### src/rtl/reg_select_decoder_if.sv
// Signal bundle between a register-file controller and the select decoder.
// The controller drives the request side; the decoder drives the select side.
interface reg_select_decoder_if #(
    parameter int SEL_W   = 2,
    parameter int NUM_OUT = 4
);
    logic               en;
    logic [SEL_W-1:0]   reg_no;
    logic               scan_start;
    logic [NUM_OUT-1:0] register;
    logic               valid;
    logic               busy;
    logic               done;
    logic               err;

    modport master (
        output en, reg_no, scan_start,
        input  register, valid, busy, done, err
    );

    modport slave (
        input  en, reg_no, scan_start,
        output register, valid, busy, done, err
    );
endinterface

### src/rtl/reg_select_decoder.sv
// Registered binary-to-one-hot register-select decoder with range check and walking-one SCAN.
// Optional macro REG_SELECT_HOLD_EN: hold the last select in IDLE while en=0 instead of clearing.
module reg_select_decoder #(
    parameter int SEL_W   = 2,
    parameter int NUM_OUT = 4
) (
    input  logic                 clk,
    input  logic                 rst_n,
    reg_select_decoder_if.slave  bus
);

    generate
        if (NUM_OUT < 2 || NUM_OUT > (1 << SEL_W)) begin : g_bad_params
            $error("reg_select_decoder: NUM_OUT must be in 2..2**SEL_W");
        end
    endgenerate

    typedef enum logic {
        IDLE = 1'b0,
        SCAN = 1'b1
    } state_t;

    // One extra bit so NUM_OUT == 2**SEL_W compares correctly against reg_no.
    localparam logic [SEL_W:0]     NUM_OUT_EXT = (SEL_W + 1)'(NUM_OUT);
    localparam logic [SEL_W-1:0]   LAST_IDX    = SEL_W'(NUM_OUT - 1);
    localparam logic [NUM_OUT-1:0] FIRST_HOT   = NUM_OUT'(1);

    state_t             r_state, w_state_next;
    logic [SEL_W-1:0]   r_idx, w_idx_next;
    logic [NUM_OUT-1:0] r_register, w_register_next;
    logic               r_valid, w_valid_next;
    logic               r_busy, w_busy_next;
    logic               r_done, w_done_next;
    logic               r_err, w_err_next;

    logic               w_in_range;
    logic [NUM_OUT-1:0] w_decoded;

    assign w_in_range = ({1'b0, bus.reg_no} < NUM_OUT_EXT);

    generate
        for (genvar gi = 0; gi < NUM_OUT; gi++) begin : g_decode
            localparam logic [SEL_W-1:0] IDX = SEL_W'(gi);
            assign w_decoded[gi] = (bus.reg_no == IDX);
        end
    endgenerate

    always_comb begin
        w_state_next    = r_state;
        w_idx_next      = r_idx;
        w_register_next = r_register;
        w_valid_next    = r_valid;
        w_busy_next     = 1'b0;
        w_done_next     = 1'b0;
        w_err_next      = 1'b0;

        case (r_state)
            IDLE: begin
                if (bus.scan_start) begin
                    w_register_next = FIRST_HOT;
                    w_valid_next    = 1'b1;
                    w_busy_next     = 1'b1;
                    w_idx_next      = '0;
                    w_state_next    = SCAN;
                end else if (bus.en) begin
                    if (w_in_range) begin
                        w_register_next = w_decoded;
                        w_valid_next    = 1'b1;
                    end else begin
                        w_register_next = '0;
                        w_valid_next    = 1'b0;
                        w_err_next      = 1'b1;
                    end
                end else begin
`ifdef REG_SELECT_HOLD_EN
                    w_register_next = r_register;
                    w_valid_next    = r_valid;
`else
                    w_register_next = '0;
                    w_valid_next    = 1'b0;
`endif
                end
            end

            SCAN: begin
                if (r_idx == LAST_IDX) begin
                    w_register_next = '0;
                    w_valid_next    = 1'b0;
                    w_done_next     = 1'b1;
                    w_idx_next      = '0;
                    w_state_next    = IDLE;
                end else begin
                    w_register_next = {r_register[NUM_OUT-2:0], 1'b0};
                    w_valid_next    = 1'b1;
                    w_busy_next     = 1'b1;
                    w_idx_next      = r_idx + SEL_W'(1);
                end
            end

            default: begin
                w_register_next = '0;
                w_valid_next    = 1'b0;
                w_idx_next      = '0;
                w_state_next    = IDLE;
            end
        endcase
    end

    always_ff @(posedge clk) begin
        if (!rst_n) begin
            r_state    <= IDLE;
            r_idx      <= '0;
            r_register <= '0;
            r_valid    <= 1'b0;
            r_busy     <= 1'b0;
            r_done     <= 1'b0;
            r_err      <= 1'b0;
        end else begin
            r_state    <= w_state_next;
            r_idx      <= w_idx_next;
            r_register <= w_register_next;
            r_valid    <= w_valid_next;
            r_busy     <= w_busy_next;
            r_done     <= w_done_next;
            r_err      <= w_err_next;
        end
    end

    assign bus.register = r_register;
    assign bus.valid    = r_valid;
    assign bus.busy     = r_busy;
    assign bus.done     = r_done;
    assign bus.err      = r_err;

endmodule

### src/flat_wrapper.sv
// flat-port wrapper written by rule: the top's interface ports become plain ports
module reg_select_decoder_flat 
#(
    parameter int SEL_W   = 2,
    parameter int NUM_OUT = 4
)
  (clk, rst_n, bus_en, bus_reg_no, bus_scan_start, bus_register, bus_valid, bus_busy, bus_done, bus_err);
  reg_select_decoder_if #(.SEL_W(SEL_W), .NUM_OUT(NUM_OUT)) bus_i ();
  input  logic clk;
  input  logic rst_n;
  input wire logic [$bits(bus_i.en)-1:0] bus_en;
  input wire logic [$bits(bus_i.reg_no)-1:0] bus_reg_no;
  input wire logic [$bits(bus_i.scan_start)-1:0] bus_scan_start;
  output wire logic [$bits(bus_i.register)-1:0] bus_register;
  output wire logic [$bits(bus_i.valid)-1:0] bus_valid;
  output wire logic [$bits(bus_i.busy)-1:0] bus_busy;
  output wire logic [$bits(bus_i.done)-1:0] bus_done;
  output wire logic [$bits(bus_i.err)-1:0] bus_err;
  assign bus_i.en = bus_en;
  assign bus_i.reg_no = bus_reg_no;
  assign bus_i.scan_start = bus_scan_start;
  assign bus_register = bus_i.register;
  assign bus_valid = bus_i.valid;
  assign bus_busy = bus_i.busy;
  assign bus_done = bus_i.done;
  assign bus_err = bus_i.err;
  reg_select_decoder #(.SEL_W(SEL_W), .NUM_OUT(NUM_OUT)) u_core (.clk(clk), .rst_n(rst_n), .bus(bus_i));
endmodule
### config.mk
export PLATFORM = sky130hd
export DESIGN_NAME = reg_select_decoder_flat
export DESIGN_NICKNAME = d
export VERILOG_FILES = /design/src/rtl/reg_select_decoder_if.sv /design/src/rtl/reg_select_decoder.sv /design/src/flat_wrapper.sv
export SDC_FILE = /design/constraint.sdc
export NUM_CORES = 1
export LEC_CHECK = 0
export BUFFER_PORTS_ARGS = -buffer_cell sky130_fd_sc_hd__buf_2
export CAP_MARGIN = 30
export CORE_MARGIN = 2
export CORE_UTILIZATION = 25
export CTS_BUF_LIST = sky130_fd_sc_hd__clkbuf_16
export DETAILED_ROUTE_END_ITERATION = 8
export GPL_TIMING_DRIVEN = 0
export SYNTH_ARGS = -nofsm -noshare
export SYNTH_HDL_FRONTEND = slang
export SYNTH_SLANG_ARGS = --single-unit
### constraint.sdc
create_clock -name clk -period 1.4 [get_ports clk]
set_input_delay 0.28 -clock clk [delete_from_list [all_inputs] [get_ports clk]]
set_output_delay 0.28 -clock clk [all_outputs]
set_load 0.02 [all_outputs]
==> metrics.md, run 1 <==
| Metric | Value |
|---|---|
| CP Depth | `4` |
| Setup TNS | `0 ns` |
| Area leader, netlist | `dfxtp_1` |
| Crit end category | `flop` |
| Crit Path Class | `reg -> reg` |
| RSZ-0062 raised after global routing | `no` |
| Top post-synthesis cells by count | `9 x dfxtp_1, 4 x nor2_1, 3 x nand2_1` |
| Vias in the first global route | `284` |
| Yosys reg bits | `9` |
| Worst reg2reg path depth | `4` |
| Placement Setup Slack | `0.328 ns` |
| Main flop type after synthesis | `dfxtp_1` |
| Peak VDD IR | `550 uV` |
| Sink Count | `9` |
| Area grow syn2layout | `40.8%` |
| Most common cell in the netlist | `dfxtp_1` |
| Non-Filler Instances | `70` |
| Share of cells above drive strength 1 | `0.426` |
| Final period utilization | `0.776` |
| Outcome | `complete, no violations` |
| Mapped Nets | `45` |
| Synth unique cells | `22` |
| CTS-repair resized insts | `0` |
| Critical Path Source | `u_core.r_idx[0]` |
| Insertion delay to the later sink of the worst-skew pair | `0.24 ns` |
| HPWL after DPL | `526 microns` |
| Max Fclk | `0.920 GHz` |
| Worst Slack Setup Final | `0.313 ns` |
| # setup viols final | `0` |
| Initial antenna violation count | `0` |
| GRT Overall Usage | `0.0910` |
| ANT cells | `0` |
| CTS HTree Levels | `1` |
| Die area | `1890 sq um` |
| Top post-synthesis cells by area | `dfxtp_1 46%, o32ai_2 4.2%, nor2_1 3.9%` |
| Maximum Capacitance Violations | `0` |
| Site Rows | `14` |
| Fin. Hold Viols | `0` |
| Max stage delay on crit path | `0.35 ns` |
| Cells along the critical path | `ha_1 -> nand2b_1 -> a21oi_2 -> a21o_1` |
| Root Buffer | `clkbuf_16` |
| Buf+Inv Stages, Crit Path | `0` |
| Vias per cell | `4.47` |
| Startpoint types | `flop` |
| Min-delay worst type | `in -> reg` |
| Critical path required time | `1.53 ns` |
| DR vias | `313` |
| PD cells | `1590 nW/um^2` |
| RR Startpoint | `u_core.r_idx[0]` |
| Critical path peak fanout | `4` |
| Avg WL per Cell | `10.5 microns` |
| Yosys top cell area share | `0.463` |
| Gate count of the mapped netlist | `38` |
| Die Y | `43.5 microns` |
| CTS Hold Bufs | `0` |
| Crit-path leading delay family | `flip-flops` |
| I/O Buffers | `12` |
| CTS clk-pin slew, worst paths | `0.04 ns` |
| Core ar. | `1490 sq um` |
| RePlAce Congestion | `0.759` |
| # nets final | `62` |
| GRT overflow | `0` |
| Initial Util | `0.261` |
| Clock buffer depth | `2` |
| Num CTS Buffers | `3` |
| Slowest stage cell, crit path | `dfxtp_1` |
| First-pass GRT wire length | `1160 microns` |
| Drt pass-1 iters | `4` |
| R2R Path End | `u_core.bus.valid` |
| Syn avg cell area | `10.2 sq um` |
| # DRC | `0` |
| Reg-to-reg setup timing slack | `0.31 ns` |
| Routed WL | `735 microns` |
| CTS tree | `done` |
| I/O pin cnt | `14` |
| Final Skew | `0.00115 ns` |
| WP data arrival | `1.22 ns` |
| Crit path to | `u_core.bus.valid` |
| Synthesized area | `389 sq um` |
| Final min period | `1.09 ns` |
| Fin. max-slew vios | `0` |
| Post-CTS Setup Inserts | `0` |
| Fill count | `142` |
| Syn. warnings | `0` |
| Leakage dissipation | `0.259 nW` |
| Starting DRT DRC Count | `5` |
| Async set or reset register ratio after synthesis | `0` |
| Post-synth EDFFs | `0` |
| Largest net degree at the start of global routing | `11` |
| ANT nets after route | `0` |
| Seq/Total Area, Yosys | `0.463` |
| Chip width | `43.5 microns` |
| Placed cell count | `66` |
## final cells by class
cell class | instances | area, sq um | share of cell area
Timing Repair Buffer | 12 | 60.1 | 0.110
Multi-Input combinational cell | 26 | 186 | 0.340
Inverter | 1 | 3.75 | 0.00685
Clock buffer | 3 | 75.1 | 0.137
Tap cell | 16 | 20.0 | 0.0365
Sequential cell | 9 | 180 | 0.329
Buffer | 2 | 18.8 | 0.0342
Clock inverter | 1 | 3.75 | 0.00685
## power breakdown
group          switching, W  internal, W
Combinational     0.0000537    0.0000379
Sequential       0.00000571     0.000271
Clock              0.000129     0.000374
## registers in the layout (all words and copies together) (netlist names)
signal,flops
u_core.r_idx,2
u_core.bus.valid,1
u_core.bus.done,1
u_core.bus.busy,1
u_core.bus.register,4
## through the flow
step / utilization / total power [W] / area (sq um) / hold slack, ns
2_1_floorplan: - / 0.000341 / 389 / 0.381
3_3_place_gp: 0.315 / 0.000371 / 469 / 0.469
3_5_place_dp: 0.315 / 0.000372 / 469 / 0.470
4_1_cts: 0.368 / 0.000880 / 548 / 0.287
5_1_grt: 0.368 / 0.000904 / 548 / 0.299
6_report: 0.368 / 0.000870 / 548 / 0.293
## worst reg2reg max path, stage by stage, from the launching register on
cell and delay, ns:
dfxtp_1 0.35, ha_1 0.20, nand2b_1 0.20, a21oi_2 0.08, a21o_1 0.15
## cells in the final DEF (no fill, tap or decap), drive strengths merged
master / netlist / routed
conb: 1 / 1
a21o: 1 / 1
o21a: 1 / 1
ha: 1 / 1
and3: 1 / 1
nand2b: 3 / 3
o41ai: 1 / 1
buf: 2 / 14
nor2: 5 / 5
clkbuf: 0 / 3
o32ai: 1 / 1
o22ai: 1 / 1
inv: 1 / 2
nand3: 1 / 1
dfxtp: 9 / 9
a21oi: 3 / 3
nand4b: 1 / 1
nor3b: 2 / 2
nand2: 3 / 3
## how the worst min path moves through the flow
stage | start | to | slack, ns | cells after the start
6_report | bus_en | u_core.bus.valid | 0.29 | 2
5_1_grt | bus_reg_no[1] | u_core.bus.register[1] | 0.30 | 2
4_1_cts | bus_reg_no[1] | u_core.bus.register[1] | 0.29 | 2
3_5_place_dp | u_core.bus.register[2] | u_core.bus.register[3] | 0.47 | 2
3_3_place_gp | u_core.bus.register[2] | u_core.bus.register[3] | 0.47 | 2
2_1_floorplan | bus_scan_start | u_core.bus.register[2] | 0.38 | 1
## routing by layer
metal | track usage | part of all wire
met1 | 0.108 | 0.50
met3 | 0.0750 | 0.10
met5 | 0 | 0
met4 | 0.0545 | 0.019
met2 | 0.110 | 0.38
## cells by family (layout without fill, tap and decap cells)
logic type	after synthesis	in the layout	share of synthesized area
flops	9	9	0.463
compound gates	8	8	0.167
fa+ha+maj	1	1	0.0321
buf+inv	3	19	0.0579
other cells	1	1	0.00964
simple gates	16	16	0.270
Power figures use the tool's default switching activity.
==> run 2: changes to the inputs <==
clock period = 1.1 ns   (was 1.4 ns; I/O delays follow)
==> metrics.md, run 2 (synthesis gave the netlist of run 1 again) <==
| Metric | Value |
|---|---|
| Insertion delay to the later sink of the worst-skew pair | `0.24 ns (about the same)` |
| DR vias | `309 (-1.3%)` |
| Critical path required time | `1.23 ns (-0.30 ns)` |
| First-pass GRT wire length | `1160 microns (unchanged)` |
| Crit end category | `flop` |
| # nets final | `62 (unchanged)` |
| RR Startpoint | `u_core.r_idx[0]` |
| Share of cells above drive strength 1 | `0.463 (+0.0370)` |
| CTS tree | `done` |
| Worst Hold End | `u_core.bus.register[1]` |
| Drt pass-1 iters | `2 (-2)` |
| Placed inst area | `469 sq um (unchanged)` |
| HPWL after DPL | `526 microns (unchanged)` |
| ANT nets after route | `0 (unchanged)` |
| Final period utilization | `0.923 (+0.146)` |
| Maximum Capacitance Violations | `0 (unchanged)` |
| Highest-count cells in the layout ignoring fill and taps | `12 x buf_2, 9 x dfxtp_1, 4 x nor2_1, 3 x nand2_1, 3 x clkbuf_16` |
| CTS clk-pin slew, worst paths | `0.04 ns (about the same)` |
| # setup viols final | `0 (unchanged)` |
| Hold path depth | `2 (unchanged)` |
| Die area | `1890 sq um (unchanged)` |
| Fin. Hold Viols | `0 (unchanged)` |
| Initial antenna violation count | `0 (unchanged)` |
| Chip width | `43.5 microns (unchanged)` |
| R2R Path End | `u_core.bus.valid` |
| WP data arrival | `1.15 ns (-0.07 ns)` |
| # DRC | `0 (unchanged)` |
| Startpoint types | `flop` |
| Clock buffer depth | `2 (unchanged)` |
| Post-CTS Setup Inserts | `0 (unchanged)` |
| Final min period | `1.01 ns (-0.0719 ns)` |
| Placed cell count | `66 (unchanged)` |
| Sink Count | `9 (unchanged)` |
| Setup TNS | `0 ns (unchanged)` |
| Vias per cell | `4.41 (-1.3%)` |
| CTS HTree Levels | `1 (unchanged)` |
| Leakage dissipation | `0.257 nW (-0.65%)` |
| ANT cells | `0 (unchanged)` |
| Starting DRT DRC Count | `2 (-3)` |
| Placement Setup Slack | `0.0278 ns (-0.300 ns)` |
| Non-Filler Instances | `70 (unchanged)` |
| Max Fclk | `0.985 GHz (+7.1%)` |
| Crit Path Class | `reg -> reg` |
| Final Skew | `0.00147 ns (+0.000316 ns)` |
| Fin. max-slew vios | `0 (unchanged)` |
| Core ar. | `1490 sq um (unchanged)` |
| Routed WL | `764 microns (+3.9%)` |
| GRT overflow | `0 (unchanged)` |
| RSZ-0062 raised after global routing | `no` |
| Peak VDD IR | `702 uV (+28%)` |
| Root Buffer | `clkbuf_16` |
| Num CTS Buffers | `3 (unchanged)` |
| Critical path peak fanout | `4 (unchanged)` |
| Worst reg2reg path depth | `4 (unchanged)` |
| Outcome | `complete, no violations` |
| Min-Delay Startpoint | `bus_reg_no[1]` |
| Worst Slack Setup Final | `0.0851 ns (-0.228 ns)` |
| Most common cell after layout, fill and taps aside | `buf_2` |
| Avg WL per Cell | `10.9 microns (+3.9%)` |
| Min-delay worst type | `in -> reg` |
| Die Y | `43.5 microns (unchanged)` |
| GRT Overall Usage | `0.0910 (unchanged)` |
| RePlAce Congestion | `0.759 (unchanged)` |
| I/O Buffers | `12 (unchanged)` |
| Largest net degree at the start of global routing | `11 (unchanged)` |
| Initial Util | `0.261 (unchanged)` |
| Core Util, Final | `0.375 (+0.00672)` |
| Site Rows | `14 (unchanged)` |
| Vias in the first global route | `284 (unchanged)` |
| Max reg flops | `4 (unchanged)` |
| I/O pin cnt | `14 (unchanged)` |
| Area grow syn2layout | `43.4%` |
| Final Instance Area | `558 sq um (+1.8%)` |
| Reg-to-reg setup timing slack | `0.09 ns (-0.23 ns)` |
| PD cells | `2000 nW/um^2 (+26%)` |
-- run 2: metal layers --
| layer | track usage | up-vias | routed length [microns] | part of all wire |
|---|---|---|---|---|
| met3 | 0.0750 | 2 | 75 | 0.098 |
| met2 | 0.110 | 13 | 295 | 0.39 |
| met5 | 0 | - | 0 | 0 |
| met1 | 0.108 | 133 | 373 | 0.49 |
| met4 | 0.0545 | 0 | 19 | 0.025 |
| li1 | - | 161 | - | - |
-- run 2: how the worst max path moves through the flow --
stage / startpoint / endpoint / slack, ns / cells past startpoint
final: u_core.r_idx[0] / u_core.bus.valid / 0.09 / 4
after global routing: u_core.r_idx[0] / u_core.bus.valid / 0.02 / 4
after CTS: u_core.r_idx[0] / u_core.bus.valid / 0.008 / 4
after detailed placement: u_core.r_idx[0] / u_core.bus.valid / 0.03 / 4
after global placement: u_core.r_idx[0] / u_core.bus.valid / 0.02 / 4
after floorplan: u_core.bus.busy / u_core.bus.valid / 0.08 / 4
-- run 2: area by class of cell --
type	instances	area [sq um]
fillers	142	931
multi-input cells	26	196
flip-flops and latches	9	180
clock buffers	3	75.1
repair buffers	12	60.1
well taps	16	20.0
plain buffers	2	18.8
clock inverters	1	3.75
inverters	1	3.75
-- run 2: worst max-delay path: stages (launching register included) --
cell	delay (ns)
dfxtp_1	0.35
ha_2	0.21
nand2b_4	0.15
a21oi_2	0.06
a21o_1	0.15
-- run 2: per-stage QoR --
| step | hold WS [ns] | power (W) |
|---|---|---|
| global route | 0.239 | 0.00115 |
| floorplan | 0.321 | 0.000435 |
| global placement | 0.469 | 0.000473 |
| detailed placement | 0.470 | 0.000474 |
| finish | 0.231 | 0.00111 |
| CTS | 0.227 | 0.00112 |
-- run 2: power by group --
group	switching (W)	leakage, nW	internal [W]
clock	0.000167	0.0423	0.000476
sequential	0.00000745	0.0737	0.000344
combinational	0.0000700	0.141	0.0000505
-- run 2: timing repair --
action | in CTS | in global routing
hold buffers | 0 | 0
endpoints found under the hold margin | 0 | 0
setup endpoints to repair | 0 | 1
resized for setup | 0 | 2
